$ cat src/rtl/fault_result_monitor.sv
// fault_result_monitor: records a golden output trace, compares fault passes against it, and issues per-fault verdicts
//
// Ports:
//   clk, rst_n                    clock (rising edge) and asynchronous active-low reset
//   pass_start, pass_fid          pulse that opens a pass, and the fault ID sampled with it
//   golden_mode                   sampled with pass_start; 1 = fault-free reference pass
//   smp_valid, smp_data           observed output sample stream
//   pass_end                      pulse that closes the pass (a sample in the same cycle is taken first)
//   vrd_valid, vrd_ready          verdict handshake
//   vrd_fid, vrd_detected         verdict fault ID and detection flag
//   vrd_first_idx                 index of first differing sample (0 when not detected)
//   det_count, undet_count        saturating verdict counters
//   golden_ok                     a golden reference has been stored
//   proto_err                     sticky protocol-violation flag
module fault_result_monitor #(
    parameter int SAMPLE_W    = 1,
    parameter int MAX_SAMPLES = 4,
    parameter int IDX_W       = 3,
    parameter int FID_W       = 17,
    parameter int CNT_W       = 17
) (
    input  logic                clk,
    input  logic                rst_n,
    input  logic                pass_start,
    input  logic [FID_W-1:0]    pass_fid,
    input  logic                golden_mode,
    input  logic                smp_valid,
    input  logic [SAMPLE_W-1:0] smp_data,
    input  logic                pass_end,
    output logic                vrd_valid,
    input  logic                vrd_ready,
    output logic [FID_W-1:0]    vrd_fid,
    output logic                vrd_detected,
    output logic [IDX_W-1:0]    vrd_first_idx,
    output logic [CNT_W-1:0]    det_count,
    output logic [CNT_W-1:0]    undet_count,
    output logic                golden_ok,
    output logic                proto_err
);
    typedef enum logic [1:0] {IDLE, CAPTURE, REPORT} state_t;
    localparam logic [IDX_W-1:0] MAX_IDX = IDX_W'(MAX_SAMPLES);
    state_t state, state_nx;
    logic [FID_W-1:0] fid;
    logic is_golden, mism;
    logic [IDX_W-1:0] idx, first_idx, golden_len;
    // Store is sized by the index range so any idx value addresses it exactly;
    // entries at or above MAX_SAMPLES are never written and stay zero.
    logic [SAMPLE_W-1:0] golden [2**IDX_W];
    logic start_ok, take, miss, mism_nx, len_diff, det_nx, hs, err_now;
    logic [IDX_W-1:0] first_nx, cnt, fidx_end;

    assign start_ok = pass_start && (golden_mode || golden_ok);
    assign take     = state == CAPTURE && smp_valid && idx < MAX_IDX;
    assign miss     = take && !is_golden && smp_data != golden[idx];
    assign mism_nx  = mism || miss;
    assign first_nx = (miss && !mism) ? idx : first_idx;
    assign cnt      = take ? idx + IDX_W'(1) : idx;
    assign len_diff = cnt != golden_len;
    assign det_nx   = mism_nx || len_diff;
    // A value mismatch wins; otherwise a length-only difference points at the shorter end.
    assign fidx_end = mism_nx ? first_nx : len_diff ? (cnt < golden_len ? cnt : golden_len) : '0;
    assign hs       = state == REPORT && vrd_ready;
    assign err_now  = (pass_start && (state != IDLE || !start_ok))
                    || (state == CAPTURE && smp_valid && !take);
    assign vrd_valid = state == REPORT;
    assign vrd_fid   = fid;

    always_ff @(posedge clk or negedge rst_n) begin
        if (!rst_n) state <= IDLE;
        else        state <= state_nx;
    end

    always_comb begin
        state_nx = state;
        case (state)
            IDLE:    state_nx = start_ok ? CAPTURE : IDLE;
            CAPTURE: state_nx = pass_end ? (is_golden ? IDLE : REPORT) : CAPTURE;
            REPORT:  state_nx = vrd_ready ? IDLE : REPORT;
            default: state_nx = IDLE;
        endcase
    end

    always_ff @(posedge clk or negedge rst_n) begin
        if (!rst_n) begin
            fid           <= '0;
            is_golden     <= 1'b0;
            mism          <= 1'b0;
            idx           <= '0;
            first_idx     <= '0;
            golden_len    <= '0;
            golden_ok     <= 1'b0;
            proto_err     <= 1'b0;
            vrd_detected  <= 1'b0;
            vrd_first_idx <= '0;
            det_count     <= '0;
            undet_count   <= '0;
            for (int i = 0; i < 2**IDX_W; i++) golden[i] <= '0;
        end else begin
            proto_err <= proto_err || err_now;
            if (state == IDLE && start_ok) begin
                fid       <= pass_fid;
                is_golden <= golden_mode;
                idx       <= '0;
                mism      <= 1'b0;
                first_idx <= '0;
            end
            if (take) begin
                idx       <= cnt;
                mism      <= mism_nx;
                first_idx <= first_nx;
                if (is_golden) golden[idx] <= smp_data;
            end
            if (state == CAPTURE && pass_end) begin
                if (is_golden) begin
                    golden_len <= cnt;
                    golden_ok  <= 1'b1;
                end else begin
                    vrd_detected  <= det_nx;
                    vrd_first_idx <= fidx_end;
                end
            end
            if (hs && vrd_detected && det_count != '1) det_count <= det_count + CNT_W'(1);
            if (hs && !vrd_detected && undet_count != '1) undet_count <= undet_count + CNT_W'(1);
        end
    end
endmodule
$ cat config.mk
export PLATFORM = sky130hd
export DESIGN_NAME = fault_result_monitor
export DESIGN_NICKNAME = d
export VERILOG_FILES = /design/src/rtl/fault_result_monitor.sv
export SDC_FILE = /design/constraint.sdc
export NUM_CORES = 1
export LEC_CHECK = 0
export ABC_AREA = 1
export CORE_ASPECT_RATIO = 0.9
export CORE_UTILIZATION = 45
export CTS_BUF_LIST = sky130_fd_sc_hd__clkbuf_4 sky130_fd_sc_hd__clkbuf_8
export DETAILED_ROUTE_END_ITERATION = 16
export PLACE_DENSITY = 0.78
export SYNTH_ARGS = -nofsm -noshare
export SYNTH_HDL_FRONTEND = slang
export SYNTH_SLANG_ARGS = --single-unit
export TNS_END_PERCENT = 5
$ cat constraint.sdc
create_clock -name clk -period 3.55 [get_ports clk]
set_clock_uncertainty 0.15 [all_clocks]
set_input_delay 0.71 -clock clk [delete_from_list [all_inputs] [get_ports clk]]
set_output_delay 0.71 -clock clk [all_outputs]
set_load 0.1 [all_outputs]
==> run summary, run 1 <==
The pin count of the biggest net entering global routing is 79. The TritonCTS clock tree is built. The synthesized design spends more area on one cell type than any other, namely dfrtp_1. The biggest fanout along the worst timing path came out at 2. STA classifies the critical path startpoint as a register. The total routing usage reported by global routing is 18.4%. After synthesis, the mean cell area works out to 9.00 um2. Setup violations remaining at the end of the flow were counted as 0.

The commonest cells after synthesis are 133 x nand2_1, 78 x dfrtp_1, 41 x inv_1. Yosys instantiated no cell more often than nand2_1. Prior to clock tree synthesis, the placed netlist has a worst setup slack of 471 ps. The worst-margin pin slew came out at 979 ps. The number of I/O pins is 83.

The switching power share of the total is 52.3%. The synthesized netlist occupies a cell area of 3640 um2. Setup repair after global routing left no endpoint under its margin. STA classifies the critical path endpoint as a primary output.

Walking the worst path, the cells encountered are clkdlybuf4s50_1. The placement row count came out at 30. The clock network fraction of total power came out at 18.3%. The violation count after the first detailed-route iteration came out at 83.

For this run the aggregate overflow at the end of global routing stands at 0. The via count of the first global-routing pass is 2772. Clock tree synthesis selected as its root buffer the cell clkbuf_8. At the end of routability-driven placement, the weighted congestion stood at 0.844.

The data arrival at the endpoint of the critical path came out at 1870 ps. The number of buffers and inverters on the critical path came out at 1. The power density normalized to cell area is 895 nW/um2. The first global-routing pass estimated 12.4 mm of wire. The total core area came out at 7690 um2. In the final routed layout, each cell accounts on average for 12.3 um. The detailed-route wire length came out at 7.29 mm. The run finished with clean final reports. The slowest stage of the critical path belongs to the cell clkdlybuf4s50_1. The number of flops mapped to enable cells by yosys came out at 0. Sorting the synthesized cells by area gives the leading types as dfrtp_1 54%, nand2_1 14%, inv_1 4.2%. The sink count of the clock tree came out at 78. In this run the static leakage power is 2.45 nW. The insertion delay to the later sink of the worst-skew pair came out at 360 ps. Cells with a size suffix above 1 make up 19.2% of the layout.

The number of hold violations in the final report is 0. The number of search-and-repair iterations in the first detailed-routing pass came out at 4. The initial antenna violation count came out at 0. The worst path uses 76.9% of the clock period. The cell area after layout came out at 4650 um2.

For this run, the top clock speed supported by timing is 0.367 GHz. The number of nets in the layout is 522. The area of the die came out at 8440 um2. The number of register bits inferred by synthesis is 78. The most used flip-flop cell after synthesis is dfrtp_1. The net switching power came out at 2.18 mW. The fraction of power consumed by combinational cells came out at 51.4%. For this run, design rule violations remaining after detail routing come to 0. The number of gates resized after CTS is 0. The number of vias in the routed layout is 2878. The die span in y came out at 87.3 um. The number of hold buffers added after CTS was 0. The async set-reset flop share out of synthesis came out at 100%. The maximum buffer depth of the clock tree came out at 2. The setup total negative slack came out at 0 ps. Synthesis produced a netlist whose cell count is 404. The clock slew seen by the registers of the worst setup and hold paths is 90 ps. The post-layout minimum cycle time is 2730 ps. The count of yosys warnings during synthesis came out at 0. Buffers placed on the I/O ports in this run total 82. The total design power came out at 4.16 mW. The antenna diode count is 0.

The worst max-slew margin expressed relative to the limit came out at 34.6%. The placed wire-length estimate is 5.33 mm. Setup slack on the critical path of the routed design comes to 822 ps. The growth of design area from synthesis to finish came out at 27.8%. The post-synthesis sequential area ratio is 53.7%. The max-cap violation count came out at 0.

The critical path is of the register to primary output type. In this run the number of H-tree levels came out at 3. The worst stage delay on the critical path came out at 1140 ps. The clock buffer count from CTS came out at 9.

The peak ir drop on the vdd network came out at 619 uV. The placement-stage cell area is 4420 um2. Counting distinct cell types in the post-synthesis netlist gives 30. The sequential share of power came out at 30.3%. The internal power came out at 1.98 mW. The remaining number of nets flagged by the antenna check after routing came out at 0. The number of setup buffers added after CTS is 0. The fraction of synthesized cell area taken by the top area cell type is 53.7%. The initial cell density of the core is 47.3%.

The critical path data required time is 2690 ps. Grouping stages by cell kind, the critical path spends the most delay in buffers and inverters. Using the TritonRoute via totals, the vias-per-cell ratio works out to 4.87.

The die is 96.8 um wide. The number of nets in the synthesized netlist is 436. The max-slew violation count is 0.

The min-delay analysis places its worst path in the category register to register.
[power by group through the flow]
stage	registers, mW	logic, mW	clock network [mW]
6_report	1.26	2.14	0.759
3_3_place_gp	1.27	2.10	0
3_5_place_dp	1.28	2.15	0
4_1_cts	1.27	2.15	0.784
5_1_grt	1.30	2.29	0.822
2_1_floorplan	2.28	0.648	0
[metrics by stage]
stage               cells  hold slack (ps)  utilization [%]
floorplan             404              264                -
global placement      575              217             57.4
detailed placement    575              216             57.4
CTS                   591              235             60.4
global route          591              249             60.4
finish                591              229             60.4
[registers in the layout, summed over array words and instances (netlist names), 2 cells and up]
register and flops:
undet_count 17, vrd_first_idx 3, first_idx 3, det_count 17, golden 8, vrd_fid 17
golden_len 3, idx 3, state 2
[per-layer routing]
metal | global-route usage (%) | vias to the layer above | part of all wire (%)
li1 | - | 1450 | -
met1 | 22.9 | 1347 | 45
met2 | 30.7 | 70 | 48
met3 | 5.22 | 11 | 5.1
met4 | 7.19 | 0 | 1.5
met5 | 0 | - | 0
[layout make-up]
cell class | count | area (um2)
Fill cell | 695 | 3050
Inverter | 44 | 165
Tap cell | 96 | 120
Sequential cell | 78 | 1950
Timing Repair Buffer | 83 | 683
Multi-Input combinational cell | 274 | 1500
Clock inverter | 6 | 93.8
Clock buffer | 10 | 138
[kinds of logic (layout without fill, tap and decap cells)]
kind of cell	after synthesis	in the layout	synth area share [%]
flops	78	78	53.7
simple gates	211	211	27.2
compound gates	23	23	3.30
fa+ha+maj	7	7	2.41
mux	2	2	0.619
buf+inv	52	143	5.37
xor+xnor	31	31	7.47
[final timing paths]
path,from,to,slack [ps],cells past startpoint
min in group asynchronous,rst_n,det_count[8],340,1
worst min-delay path,golden[1],golden[1],230,0
worst min register to register,golden[1],golden[1],230,0
worst max-delay path,vrd_fid[3],vrd_fid[3],820,1
worst max register to register,det_count[0],det_count[15],890,17
max in group asynchronous,rst_n,vrd_fid[7],2280,1
[cells in the final DEF (no fill, tap or decap), types with 10 or more instances in the layout]
cell type | netlist | final
nand2_1 | 133 | 133
nor2_1 | 24 | 24
nand4_1 | 10 | 10
buf_4 | 0 | 59
clkdlybuf4s50_1 | 0 | 24
inv_1 | 41 | 41
o21ai_0 | 17 | 17
xor2_1 | 17 | 17
dfrtp_1 | 78 | 78
clkbuf_8 | 0 | 10
nand3_1 | 23 | 23
xnor2_1 | 14 | 14
No activity file was read; power rests on OpenSTA's default activity.
==> inputs of run 2 (changes only) <==
--- a/config.mk
+++ b/config.mk
@@ -10,7 +10,7 @@
 export CORE_UTILIZATION = 45
 export CTS_BUF_LIST = sky130_fd_sc_hd__clkbuf_4 sky130_fd_sc_hd__clkbuf_8
 export DETAILED_ROUTE_END_ITERATION = 16
-export PLACE_DENSITY = 0.78
+export PLACE_DENSITY = 0.81
 export SYNTH_ARGS = -nofsm -noshare
 export SYNTH_HDL_FRONTEND = slang
 export SYNTH_SLANG_ARGS = --single-unit
==> constraint.sdc (replaced) <==
create_clock -name clk -period 2.4 [get_ports clk]
set_clock_uncertainty 0.15 [all_clocks]
set_input_delay 0.48 -clock clk [delete_from_list [all_inputs] [get_ports clk]]
set_output_delay 0.48 -clock clk [all_outputs]
set_load 0.1 [all_outputs]
==> run summary, run 2 (synthesis results as in run 1) <==
The kind of start point of the critical path is a register (unchanged). The count of cells along the worst hold path came out at 0 (unchanged). The peak ir drop on the vdd network is 1520 uV (was 619 uV). The cell area after layout is 5050 um2 (was 4650 um2). RSZ-0062 raised after global routing: yes (was no).

The number of vias per cell came to 4.88 (was 4.87). The residual overflow from global routing came out at 0 (unchanged). The initial cell density of the core is 47.3% (unchanged).

The worst reg-to-reg path cell count is 17 (unchanged). The static power due to leakage came to 2.66 nW (was 2.45 nW). The total design power came out at 6.58 mW (was 4.16 mW). The depth of the CTS H-tree came to 3 (unchanged).

The core utilization of the finished layout is 65.7% (was 60.4%). The root buffer selected by CTS was clkbuf_8 (unchanged). The fraction of power consumed by combinational cells is 51.9% (was 51.4%). The clock network fraction of total power is 19.6% (was 18.3%). The placer congestion estimate is 0.823 (was 0.844). The setup total negative slack came out at -227 ps (was 0 ps).

The worst-margin pin slew is 508 ps (was 979 ps). The detailed-route wire length came out at 8.12 mm (was 7.29 mm). The clock buffer count from CTS came out at 9 (unchanged). The placed wire-length estimate came out at 5.83 mm (was 5.33 mm). The max-cap violation count came out at 0 (unchanged). The count of port buffers added during placement is 82 (unchanged).

The clock slew seen by the registers of the worst setup and hold paths is 80 ps (was 90 ps). The growth of design area from synthesis to finish came out at 39.0% (was 27.8%). The placement-stage cell area came out at 4650 um2 (was 4420 um2).

The TritonCTS clock tree was built (unchanged). The max-slew violation count was 0 (unchanged). The number of search-and-repair iterations in the first detailed-routing pass came out at 4 (unchanged). The insertion delay to the later sink of the worst-skew pair was 340 ps (was 360 ps).

The total core area is 7690 um2 (unchanged). The average routed wire per standard cell is 13.0 um (was 12.3 um). The worst max-slew margin expressed relative to the limit came out at 66.1% (was 34.6%). The switching power share of the total came out at 49.6% (was 52.3%). The layout cell share with drive strength beyond 1 is 29.0% (was 19.2%). The number of hold violations in the final report was 0 (unchanged).

The via count of the first global-routing pass is 3063 (was 2772). The total of endpoints with negative setup slack in the final report came out at 4 (was 0). Commonest non-fill, non-tap cells in the layout: 131 x nand2_1, 89 x buf_4, 69 x dfrtp_1 (was 133 x nand2_1, 78 x dfrtp_1, 59 x buf_4). The count of placed standard cells including taps is 597 (was 575).

The remaining number of nets flagged by the antenna check after routing came to 0 (unchanged). The worst reg-to-reg setup slack came out at -80 ps (was 890 ps). The number of I/O pins came out at 83 (unchanged). The maximum buffer depth of the clock tree came out at 2 (unchanged). The classification of the worst setup path is register to register (was register to primary output). The leading cell type in the layout, fill and taps excluded is nand2_1 (unchanged).

The sequential share of power came out at 28.5% (was 30.3%). The slack of the critical path is -83.6 ps (was 822 ps). The category of the worst setup path capture point is a register (was primary output). The worst flop-to-flop path endpoint is det_count[15] (unchanged). The worst hold path startpoint is golden[3] (was golden[1]).

The violation count after the first detailed-route iteration is 95 (was 83). The biggest fanout along the worst timing path is 3 (was 2). The area of the die is 8440 um2 (unchanged). The placement row count came out at 30 (unchanged). The number of nets in the layout came out at 555 (was 522).

The global-route wire length before repair was 14.1 mm (was 12.4 mm). The launch point of the worst reg-to-reg path is det_count[0] (unchanged). The antenna diode count came to 0 (unchanged). The worst path uses 103% of the clock period. The number of cells in the finished layout apart from fillers is 624 (was 591). The floorplan die width came out at 96.8 um (unchanged). The data arrival at the endpoint of the critical path is 2600 ps (was 1870 ps). The die span in y is 87.3 um (unchanged). The number of design rule violations left after detail routing is 0 (unchanged). The routed design could run at a clock period as short as 2480 ps.

Status: complete, but fails checks (was finished, final reports clean). The sink count of the clock tree was 78 (unchanged). The net switching power was 3.27 mW (was 2.18 mW). The initial antenna violation count came out at 0 (unchanged).

The total routing usage reported by global routing is 20.8% (was 18.4%). The worst hold-check path type is register to register (unchanged). The maximum clock frequency came out at 0.403 GHz. The power density normalized to cell area came out at 1300 nW/um2 (was 895 nW/um2). The number of vias in the routed layout came out at 3044 (was 2878).

The placement-stage worst setup slack is -247 ps (was 471 ps). The checks that failed: setup timing. The worst-case hold path end point is golden[3] (was golden[1]). The pin count of the biggest net entering global routing was 39 (was 79). The post-route worst hold slack came out at 232 ps (was 229 ps). The critical path data required time is 2520 ps (was 2690 ps).

The internal power came to 3.32 mW (was 1.98 mW).
## run 2: cell count changes in the layout (fill, tap and decap cells not counted), sizes merged
cell	previous run	this run
buf	59	92
bufinv	2	4
clkdlybuf4s50	24	23
clkinv	3	2
dlygate4sd3	0	1
inv	44	43
## run 2: cell type report
class	count	area (um2)
Timing Repair Buffer	116	960
Clock inverter	6	133
Inverter	44	165
Tap cell	96	120
Multi-Input combinational cell	274	1570
Sequential cell	78	1970
Clock buffer	10	138
Fill cell	608	2640
## run 2: power by group through the flow
stage                     sequential (mW)  combinational (mW)  clock, mW
after floorplan                      3.40               0.970          0
after global placement               1.89                3.31          0
after detailed placement             1.89                3.38          0
after CTS                            1.88                3.40       1.33
after global routing                 1.92                3.67       1.37
final                                1.88                3.42       1.29
## run 2: layer usage
layer  global-route usage (%)  vias to the layer above  share of wire [%]
met1                     26.0                     1449                 45
met3                     4.74                       10                3.9
met4                     5.02                        0                1.1
met2                     36.9                       75                 50
li1                         -                     1510                  -
met5                        0                        -                  0
## run 2: repair_timing
action	CTS	global route
cloned	0	0
hold buffers	1	0
endpoints found under the hold margin	36	0
pin swaps	10	0
setup endpoints to repair	3	15
gates resized for setup	3	9
setup buffers	10	0
## run 2: worst max path at each step
stage,end,cells after the start,start
2_1_floorplan,det_count[15],17,det_count[1]
3_3_place_gp,vrd_first_idx[1],15,smp_valid
3_5_place_dp,vrd_first_idx[0],15,smp_valid
4_1_cts,det_count[11],17,det_count[0]
5_1_grt,det_count[15],17,det_count[0]
6_report,det_count[15],17,det_count[0]
## run 2: critical path: stages (launching register included)
cell and delay [ps]:
dfrtp_4 490, ha_4 170, nand3_2 50, inv_2 40, nand3_2 50, inv_2 40, nand4_1 100, nor3_2 50
ha_2 180, inv_2 60, nand2_4 60, nor2_8 130, nand4_4 80, or2_4 260, nor2_4 100, nand2_2 90
nor3_4 140, xor2_1 170
==> inputs of run 3 (changes only) <==
--- a/config.mk
+++ b/config.mk
@@ -6,11 +6,14 @@
 export NUM_CORES = 1
 export LEC_CHECK = 0
 export ABC_AREA = 1
+export ABC_CLOCK_PERIOD_IN_PS = 2400
 export CORE_ASPECT_RATIO = 0.9
 export CORE_UTILIZATION = 45
 export CTS_BUF_LIST = sky130_fd_sc_hd__clkbuf_4 sky130_fd_sc_hd__clkbuf_8
 export DETAILED_ROUTE_END_ITERATION = 16
+export GPL_TIMING_DRIVEN = 0
 export PLACE_DENSITY = 0.81
+export REMOVE_ABC_BUFFERS = 1
 export SYNTH_ARGS = -nofsm -noshare
 export SYNTH_HDL_FRONTEND = slang
 export SYNTH_SLANG_ARGS = --single-unit
==> run summary, run 3 (synthesis results as in run 1) <==
The worst reg-to-reg path cell count came to 18 (was 17). The total routing usage reported by global routing is 18.4% (was 20.8%). The remaining number of nets flagged by the antenna check after routing is 0 (unchanged). The total of endpoints with negative setup slack in the final report is 7 (was 4). The die span in y came out at 87.3 um (unchanged). The average routed wire per standard cell is 12.9 um (was 13.0 um). The initial cell density of the core came out at 47.3% (unchanged). The category of the worst setup path capture point is a register (unchanged). The leading cell type in the layout, fill and taps excluded was nand2_1 (unchanged). The most prevalent standard cell on the critical path is inv_2 (unchanged). The worst hold-check path type is register to register (unchanged). The peak ir drop on the vdd network came out at 814 uV (was 1520 uV).

The classification of the worst setup path is register to register (unchanged). The worst reg-to-reg setup slack came to -160 ps (was -80 ps). The floorplan die width came out at 96.8 um (unchanged). The biggest fanout along the worst timing path is 3 (unchanged).

The count of placed standard cells including taps is 576 (was 597). The beginning of the critical path is det_count[0] (unchanged). The storage element area came to 1950 um2 (was 1970 um2). The data arrival at the endpoint of the critical path is 2690 ps (was 2600 ps).

The number of vias in the routed layout is 2913 (was 3044). The kind of start point of the critical path was a register (unchanged). Violated checks: setup timing (unchanged). The number of vias per cell was 4.84 (was 4.88).

The detailed-route wire length was 7.74 mm (was 8.12 mm). The max-slew violation count is 0 (unchanged). The maximum buffer depth of the clock tree came out at 2 (unchanged).

The antenna diode count came out at 0 (unchanged). The number of search-and-repair iterations in the first detailed-routing pass came to 4 (unchanged). The post-layout minimum cycle time came out at 2560 ps (was 2480 ps).

The number of cells in the finished layout apart from fillers is 602 (was 624). The max-cap violation count came out at 0 (unchanged). The pin count of the biggest net entering global routing is 69 (was 39). The global-route track usage on met3 is 5.78% (was 4.74%). The final period utilization came out at 106% (was 103%). The area occupied by multi-input gates came out at 1550 um2 (was 1570 um2). The root buffer selected by CTS is clkbuf_8 (unchanged). The core utilization of the finished layout is 63.5% (was 65.7%). The global-route met2 utilization is 30.6% (was 36.9%).

Commonest non-fill, non-tap cells in the layout: 132 x nand2_1, 78 x dfrtp_1, 43 x dlygate4sd2_1 (was 131 x nand2_1, 89 x buf_4, 69 x dfrtp_1). The residual overflow from global routing came out at 0 (unchanged). The global-route wire length before repair is 12.5 mm (was 14.1 mm).

The total core area came out at 7690 um2 (unchanged). The count of filler cells inserted in the layout came to 644 (was 608). The TritonCTS clock tree is built (unchanged). The capture point of the worst path is det_count[13] (was det_count[15]). The static power due to leakage was 2.69 nW (was 2.66 nW). The depth of the CTS H-tree came out at 3 (unchanged). The number of I/O pins is 83 (unchanged). The maximum clock frequency is 0.391 GHz (was 0.403 GHz). The worst flop-to-flop path endpoint is det_count[13] (was det_count[15]).

The via count of the first global-routing pass is 2755 (was 3063). The slack of the critical path is -156 ps (was -83.6 ps). The cell with the biggest individual delay on the critical path is dfrtp_1 (was dfrtp_4). RSZ-0062 raised after global routing: yes (unchanged). The placement-stage cell area came out at 4590 um2 (was 4650 um2). The initial antenna violation count is 0 (unchanged).

The total design power was 6.03 mW (was 6.58 mW). The worst-margin pin slew is 996 ps (was 508 ps). The worst max-slew margin expressed relative to the limit is 33.5% (was 66.1%). The global routing's busiest layer is met2 (unchanged).

The worst stage delay on the critical path is 400 ps (was 490 ps). The insertion delay to the later sink of the worst-skew pair is 350 ps (was 340 ps). The placement row count came out at 30 (unchanged). The number of nets in the layout was 533 (was 555).

The critical path data required time is 2540 ps (was 2520 ps). The placed wire-length estimate came to 5.42 mm (was 5.83 mm). The launch point of the worst reg-to-reg path is det_count[0] (unchanged).

The count of port buffers added during placement came out at 82 (unchanged). Status: complete, but fails checks (unchanged). The area of the die came out at 8440 um2 (unchanged). The cell area after layout is 4890 um2 (was 5050 um2). The number of buffers and inverters on the critical path is 4 (was 3). The layout cell share with drive strength beyond 1 came out at 13.0% (was 29.0%).

The number of design rule violations left after detail routing came out at 0 (unchanged). The fraction of met1 tracks used by global routing was 23.2% (was 26.0%). The clock buffer count from CTS is 9 (unchanged). Cell Chain, Critical Path: ha_2 > nand3_2 > inv_2 > nand3_2 > inv_2 > nand4_1 > nor3_2 > ha_2 > inv_2 > nand2_4 > nor2_8 > nand4_4 > or2_4 > nor2_4 > nand2_2 > buf_4 > nor2_2 > xor2_1 (was ha_4 > nand3_2 > inv_2 > nand3_2 > inv_2 > nand4_1 > nor3_2 > ha_2 > inv_2 > nand2_4 > nor2_8 > nand4_4 > or2_4 > nor2_4 > nand2_2 > nor3_4 > xor2_1).

The cell class contributing the biggest share of worst-path delay is simple AND/OR/NAND/NOR gates (unchanged). The instance count on the critical path was 18 (was 17). The clock slew seen by the registers of the worst setup and hold paths is 90 ps (was 80 ps). The sink count of the clock tree is 78 (unchanged).

The power density normalized to cell area came out at 1230 nW/um2 (was 1300 nW/um2). The post-route worst hold slack is 232 ps (about the same). The placer congestion estimate came out at 0.810 (was 0.823). The violation count after the first detailed-route iteration came out at 142 (was 95). The growth of design area from synthesis to finish came out at 34.4% (was 39.0%). The number of hold violations in the final report is 0 (unchanged).
run 3: changes by cell type in the layout (fill, tap and decap cells not counted), sizes merged, moves of 2 or more:
cell	previous run	this run
dlymetal6s2s	0	13
buf	92	12
dlygate4sd2	0	43
bufinv	4	0
clkinv	2	4
run 3: final cells by class:
| class | count | share of cell area, % |
|---|---|---|
| inverter | 44 | 3.38 |
| clock buffer | 11 | 3.10 |
| timing repair buffer | 94 | 18.7 |
| sequential | 78 | 39.9 |
| multi-input combinational | 274 | 31.8 |
| tap | 96 | 2.46 |
| clock inverter | 5 | 0.640 |
run 3: per-stage QoR:
step / setup TNS (ps) / setup WS, ps
after global placement: -225250 / -2900
after detailed placement: -16890 / -725
after global routing: -2390 / -336
after CTS: -1880 / -138
final: -506 / -156
after floorplan: -49220 / -1460
run 3: where the power goes:
| part | switching, mW | total (mW) | leakage (nW) | internal (mW) |
|---|---|---|---|---|
| registers | 0.235 | 1.86 | 1.02 | 1.63 |
| logic | 2.51 | 3.25 | 1.58 | 0.739 |
| clock network | 0.480 | 0.911 | 0.0955 | 0.430 |
run 3: how the worst min path moves through the flow:
stage                    to  depth (start not counted)      start  slack (ps)
6_report          golden[0]                          0  golden[0]         230
4_1_cts           golden[2]                          0  golden[2]         230
2_1_floorplan  det_count[0]                          0      rst_n          30
3_3_place_gp      golden[0]                          0  golden[0]         220
3_5_place_dp    vrd_fid[14]                          1      rst_n         190
5_1_grt           golden[1]                          0  golden[1]         250
run 3: per-layer routing:
layer  vias to the layer above  part of all wire [%]
li1                       1466                     -
met1                      1376                    45
met2                        63                    49
met3                         8                   4.9
met4                         0                  0.90
met5                         -                     0
run 3: worst register-to-register path, cell delays in order (launching register included):
cell     delay (ps)
dfrtp_1         400
ha_2            190
nand3_2          70
inv_2            40
nand3_2          50
inv_2            40
nand4_1         100
nor3_2           50
ha_2            170
inv_2            70
nand2_4          70
nor2_8          140
nand4_4          90
or2_4           280
nor2_4          120
nand2_2          90
buf_4           140
nor2_2           80
xor2_1          140
run 3: repair_timing:
action                                 CTS  global route
hold buffers                             1             0
setup buffers                            2             7
setup endpoints to repair               97            36
endpoints found under the hold margin   10             0
pin swaps                                5             5
resized for setup                       53            27
